File: src/rtl/multicycle_seq.sv
// multicycle_seq: multi-cycle sequencer for the simplified RISC-V core.
// Steps each instruction through FETCH, DECODE, EXEC, MEM and WB. It shares
// the single memory port between instruction fetch and load/store, issues the
// one-cycle IR/MDR/register/PC enables, counts retired instructions, and traps
// illegal opcodes and memory timeouts. ERR is left only through reset.
//
// Parameter:
//   MAX_WAIT      cycles a request may stay unanswered before bus error (2..256)
// Ports:
//   clk           core clock
//   rst_n         synchronous reset, active low
//   run           allows new fetches (looked at only in IDLE and at retire)
//   opcode[6:0]   IR[6:0], valid from DECODE onward
//   mem_rvalid    read data valid / store accepted
//   mem_req       memory request
//   mem_we        write strobe, valid with mem_req
//   mem_addr_sel  0 = PC, 1 = ALU result
//   ir_wen        IR load strobe (response-gated, same cycle)
//   mdr_wen       load-data register strobe (response-gated, same cycle)
//   reg_wen       register-file write strobe
//   pc_wen        PC <= PC+4 strobe
//   illegal       sticky illegal-opcode flag
//   bus_err       sticky memory-timeout flag
//   instret[31:0] retired-instruction counter, wraps
//   state[2:0]    current state, for debug
module multicycle_seq #(
    parameter int MAX_WAIT = 16
) (
    input  logic        clk,
    input  logic        rst_n,
    input  logic        run,
    input  logic [6:0]  opcode,
    input  logic        mem_rvalid,
    output logic        mem_req,
    output logic        mem_we,
    output logic        mem_addr_sel,
    output logic        ir_wen,
    output logic        mdr_wen,
    output logic        reg_wen,
    output logic        pc_wen,
    output logic        illegal,
    output logic        bus_err,
    output logic [31:0] instret,
    output logic [2:0]  state
);

    localparam int WW = (MAX_WAIT > 2) ? $clog2(MAX_WAIT) : 1;

    localparam logic [6:0] OPC_OP     = 7'b0110011;
    localparam logic [6:0] OPC_OP_IMM = 7'b0010011;
    localparam logic [6:0] OPC_LOAD   = 7'b0000011;
    localparam logic [6:0] OPC_STORE  = 7'b0100011;

    typedef enum logic [2:0] {
        S_IDLE   = 3'd0,
        S_FETCH  = 3'd1,
        S_DECODE = 3'd2,
        S_EXEC   = 3'd3,
        S_MEM    = 3'd4,
        S_WB     = 3'd5,
        S_ERR    = 3'd7
    } state_e;

    state_e          state_q, state_d;
    logic [6:0]      op_q, op_d;
    logic [WW-1:0]   wait_q, wait_d;
    logic            illegal_q, illegal_d;
    logic            bus_err_q, bus_err_d;
    logic [31:0]     instret_q, instret_d;
    logic            mem_req_q, mem_req_d;
    logic            mem_we_q, mem_we_d;
    logic            addr_sel_q, addr_sel_d;
    logic            reg_wen_q, reg_wen_d;
    logic            pc_wb_q, pc_wb_d;
    logic            timeout_s;

    function automatic logic is_legal(input logic [6:0] op);
        logic ok;
        case (op)
            OPC_OP, OPC_OP_IMM, OPC_LOAD, OPC_STORE: ok = 1'b1;
            default:                                 ok = 1'b0;
        endcase
        return ok;
    endfunction

    // The wait counter is at its last allowed value for an unanswered request.
    assign timeout_s = (wait_q == WW'(MAX_WAIT - 1));

    // Next-state, counters, sticky flags and the next value of the Moore outputs.
    always_comb begin
        state_d   = state_q;
        op_d      = op_q;
        wait_d    = '0;          // cleared whenever a request is not stalling
        illegal_d = illegal_q;
        bus_err_d = bus_err_q;
        instret_d = instret_q;
        case (state_q)
            S_IDLE: begin
                if (run) begin
                    state_d = S_FETCH;
                end else begin
                    state_d = S_IDLE;
                end
            end
            S_FETCH: begin
                if (mem_rvalid) begin
                    state_d = S_DECODE;
                end else if (timeout_s) begin
                    bus_err_d = 1'b1;
                    state_d   = S_ERR;
                end else begin
                    wait_d = wait_q + WW'(1);
                end
            end
            S_DECODE: begin
                op_d = opcode;
                if (is_legal(opcode)) begin
                    state_d = S_EXEC;
                end else begin
                    illegal_d = 1'b1;
                    state_d   = S_ERR;
                end
            end
            S_EXEC: begin
                if (op_q == OPC_LOAD || op_q == OPC_STORE) begin
                    state_d = S_MEM;
                end else begin
                    state_d = S_WB;
                end
            end
            S_MEM: begin
                if (mem_rvalid) begin
                    if (op_q == OPC_STORE) begin
                        // A store retires as soon as the memory accepts it.
                        instret_d = instret_q + 32'd1;
                        state_d   = run ? S_FETCH : S_IDLE;
                    end else begin
                        state_d = S_WB;
                    end
                end else if (timeout_s) begin
                    bus_err_d = 1'b1;
                    state_d   = S_ERR;
                end else begin
                    wait_d = wait_q + WW'(1);
                end
            end
            S_WB: begin
                instret_d = instret_q + 32'd1;
                state_d   = run ? S_FETCH : S_IDLE;
            end
            S_ERR: begin
                state_d = S_ERR;
            end
            default: begin
                // Unused encoding: park safely in ERR.
                state_d = S_ERR;
            end
        endcase

        // Moore outputs are registered, so derive them from the next state.
        mem_req_d  = (state_d == S_FETCH) || (state_d == S_MEM);
        mem_we_d   = (state_d == S_MEM) && (op_d == OPC_STORE);
        addr_sel_d = (state_d == S_MEM);
        reg_wen_d  = (state_d == S_WB);
        pc_wb_d    = (state_d == S_WB);
    end

    // State, counters, flags and registered outputs with synchronous reset.
    always_ff @(posedge clk) begin
        if (!rst_n) begin
            state_q    <= S_IDLE;
            op_q       <= 7'd0;
            wait_q     <= '0;
            illegal_q  <= 1'b0;
            bus_err_q  <= 1'b0;
            instret_q  <= 32'd0;
            mem_req_q  <= 1'b0;
            mem_we_q   <= 1'b0;
            addr_sel_q <= 1'b0;
            reg_wen_q  <= 1'b0;
            pc_wb_q    <= 1'b0;
        end else begin
            state_q    <= state_d;
            op_q       <= op_d;
            wait_q     <= wait_d;
            illegal_q  <= illegal_d;
            bus_err_q  <= bus_err_d;
            instret_q  <= instret_d;
            mem_req_q  <= mem_req_d;
            mem_we_q   <= mem_we_d;
            addr_sel_q <= addr_sel_d;
            reg_wen_q  <= reg_wen_d;
            pc_wb_q    <= pc_wb_d;
        end
    end

    // Load strobes must coincide with the response, so they are gated live.
    assign ir_wen       = (state_q == S_FETCH) && mem_rvalid;
    assign mdr_wen      = (state_q == S_MEM) && (op_q == OPC_LOAD) && mem_rvalid;
    // PC advances in WB, or on the cycle a store is accepted.
    assign pc_wen       = pc_wb_q || ((state_q == S_MEM) && (op_q == OPC_STORE) && mem_rvalid);
    assign mem_req      = mem_req_q;
    assign mem_we       = mem_we_q;
    assign mem_addr_sel = addr_sel_q;
    assign reg_wen      = reg_wen_q;
    assign illegal      = illegal_q;
    assign bus_err      = bus_err_q;
    assign instret      = instret_q;
    assign state        = state_q;

endmodule

File: config.mk
export PLATFORM = sky130hd
export DESIGN_NAME = multicycle_seq
export DESIGN_NICKNAME = d
export VERILOG_FILES = /design/src/rtl/multicycle_seq.sv
export SDC_FILE = /design/constraint.sdc
export NUM_CORES = 1
export LEC_CHECK = 0
export BUFFER_PORTS_ARGS = -buffer_cell sky130_fd_sc_hd__buf_4
export CAP_MARGIN = 20
export CORE_ASPECT_RATIO = 0.9
export CORE_MARGIN = 10
export CORE_UTILIZATION = 54
export CTS_CLUSTER_DIAMETER = 30
export CTS_CLUSTER_SIZE = 25
export DETAILED_ROUTE_END_ITERATION = 10
export PLACE_DENSITY = 0.8
export SYNTH_ARGS = -nofsm -noshare
export SYNTH_HDL_FRONTEND = slang
export SYNTH_SLANG_ARGS = --single-unit
File: constraint.sdc
create_clock -name clk -period 2.65 [get_ports clk]
set_input_delay 0.265 -clock clk [delete_from_list [all_inputs] [get_ports clk]]
set_output_delay 0.265 -clock clk [all_outputs]
set_load 0.02 [all_outputs]
==> impl_metrics.ini <==
[final_layout]
syn2layout_area_growth_pct = 22.3
diodes = 0
final_common_cell = buf_4
final_core_util = 0.681
n_fill_cell = 406
nets = 366
layout-drive-gt1-share = 0.212
most-common-layout-cells = buf_4, dfxtp_1, nand2_1

[critical_path]
worstRegToRegCells = 5
r2r-start = op_q[2]$_SDFF_PN0_
criticalPathCategory = flop to flop
startpoint = op_q[2]$_SDFF_PN0_
cp-end-kind = flop
timing.rr.end = instret[29]$_SDFFE_PN0P_
arrival_ns = 2.57
cp-start-kind = flop
ff2ff_setup_slack_ns = 0.32
required_ns = 2.88
path_max_fanout = 20
cp-endpoint = instret[29]$_SDFFE_PN0P_

[synthesis]
synth_ff_type = dfxtp_1
yosys_warnings = 0
syn_nets = 314
ys_types = 43
postSynthCellCount = 301
async_reset_ff_frac = 0
ys_seq_elements = 52
synth_top_area_cell = dfxtp_1
yosys-top-cells-area = dfxtp_1, a21oi_1, nand2_1
yosysSeqAreaShare = 0.422
synth_edf_count = 0
syn-cell-area_sq_mm = 0.00247
synth_top_area_share = 0.422
syn_avg_cell_area_sq_um = 8.20

[cts]
cts_hold_buf = 0
clk_path_buf_depth = 2
cts_root_buffer = clkbuf_8
cts_tree = yes
cts_made_buffers = 5
clkSlewWorstSetupHoldPaths_ns = 0.10
cts_sinks = 52
postCtsSetupRepairBufs = 0
cts_resized = 0
htree_levels = 2
clk_latency_ns = 0.31

[sta]
hold_violations = 0
min_period_over_period = 0.881
finalSetupTns_ns = 0
rsz0062_at_grt = no
tightestPinTransition_ns = 0.531
post-route-min-period_ns = 2.33
skew_ns = 0.00845
drv_slew = 0
relSlewSlack = 0.646
fmax_ghz = 0.428
setup_violations = 0

[job]
maxCapViolCount = 0

[floorplan]
die_h_um = 84.1
die_width_um = 91.3
coreArea_sq_mm = 0.00443
start_util = 0.557
ioPinCount = 55
rows = 23
die_area_sq_mm = 0.00768

[power]
combPwrFrac = 0.195
power.density_mw_per_mm2 = 543
clkPwrFrac = 0.288
swShare = 0.293
seqPwrFrac = 0.517
vdd.ir_drop.worst_mv = 0.417
p_leak_nw = 1.08
internal-power_mw = 1.16
p_switching_mw = 0.480

[detailed_routing]
num_vias = 2387
drc = 0
drtIter0Drc = 127
routed_wirelength_mm = 5.99
postRouteAntennaNets = 0
dr.max_layer_used = met4
routed_via_density = 5.74
drt_pre_antenna_iters = 4
met2_length_mm = 2.84
routedLengthMet1_mm = 2.65
wl_per_cell_um = 14.4
wl_met3_um = 399

[global_route]
track_usage = 0.151
grt_pass1_vias = 2097
grt_pass1_wl_mm = 9.87
antenna_found_initial = 0
grt_overflow = 0
grt_max_degree = 40

[outcome]
outcome = completed

[place]
place_hpwl_mm = 4.35
place_congestion = 0.848
port_buffers = 54

[min_path]
hold_path.class = input pin to flop
-- flip-flops by register name (all words and copies together), names as in the netlist --
| register | cells |
|---|---|
| illegal | 1 |
| mem_addr_sel | 1 |
| mem_req | 1 |
| state | 3 |
| mem_we | 1 |
| bus_err | 1 |
| instret | 32 |
| op_q | 7 |
| wait_q | 4 |
| pc_wb_q | 1 |
-- per-layer routing --
layer / up-vias / GRT usage
met1: 1118 / 0.184
met5: - / 0
li1: 1188 / -
met3: 13 / 0.0480
met2: 68 / 0.240
met4: 0 / 0.0612
-- critical path, cell delays in order, from the launching register on --
cell	delay [ns]
dfxtp_1	0.32
and4bb_2	0.37
a41oi_2	0.16
or4_4	0.66
or4_1	0.55
a21oi_1	0.19
-- how the worst min path moves through the flow --
stage	cells after the start	start	slack, ns	endpoint
after floorplan	2	opcode[0]	0.40	op_q[0]$_SDFF_PN0_
after global placement	1	wait_q[0]$_SDFF_PP0_	0.43	wait_q[0]$_SDFF_PP0_
after detailed placement	1	wait_q[0]$_SDFF_PP0_	0.44	wait_q[0]$_SDFF_PP0_
after CTS	3	opcode[4]	0.20	op_q[4]$_SDFF_PN0_
after global routing	3	opcode[5]	0.20	op_q[5]$_SDFF_PN0_
final	3	opcode[5]	0.20	op_q[5]$_SDFF_PN0_
-- layout make-up --
class	count	area [sq um]	area share
clock buffers	6	82.6	0.0274
clock inverters	2	10.0	0.00332
inverters	7	26.3	0.00870
multi-input cells	226	1320	0.438
flip-flops and latches	52	1040	0.345
well taps	62	77.6	0.0257
repair buffers	61	458	0.152
-- stage by stage --
stage	worst slack (ns)	cells	instance area, sq um	power, mW	hold WS, ns
after floorplan	0.504	301	2470	1.07	0.401
after global placement	0.465	408	2930	1.18	0.433
after detailed placement	0.354	408	2930	1.18	0.438
after CTS	0.320	416	3020	1.65	0.196
after global routing	0.217	416	3020	1.71	0.197
final	0.316	416	3020	1.64	0.202
-- cell families (layout without fill, tap and decap cells) --
kind of cell | Yosys count | in the layout | share of synthesized area
and+or+nand+nor | 145 | 145 | 0.313
AOI/OAI and AO/OA | 63 | 63 | 0.156
DFF | 52 | 52 | 0.422
buffers and inverters | 23 | 76 | 0.0421
xor gates and xnor gates | 15 | 15 | 0.0532
adders and majority gates | 2 | 2 | 0.0101
muxes | 1 | 1 | 0.00405
-- cells in the mapped netlist (8+ instances only) --
| master | n |
|---|---|
| dfxtp_1 | 52 |
| nand2_1 | 33 |
| a21oi_1 | 28 |
| nor2_1 | 24 |
| or3_1 | 15 |
| nand3_1 | 14 |
| o21ai_0 | 13 |
| clkbuf_1 | 11 |
| xnor2_1 | 11 |
| nand4_1 | 10 |
| nor3_1 | 10 |
| or4_1 | 9 |
| o31ai_1 | 8 |
-- power by group through the flow --
stage,Combinational [mW],Clock [mW],Sequential (mW)
detailed placement,0.320,0,0.865
CTS,0.321,0.482,0.847
global route,0.348,0.509,0.853
global placement,0.315,0,0.864
floorplan,0.194,0,0.880
finish,0.319,0.471,0.847
No activity file was read; power rests on OpenSTA's default activity.
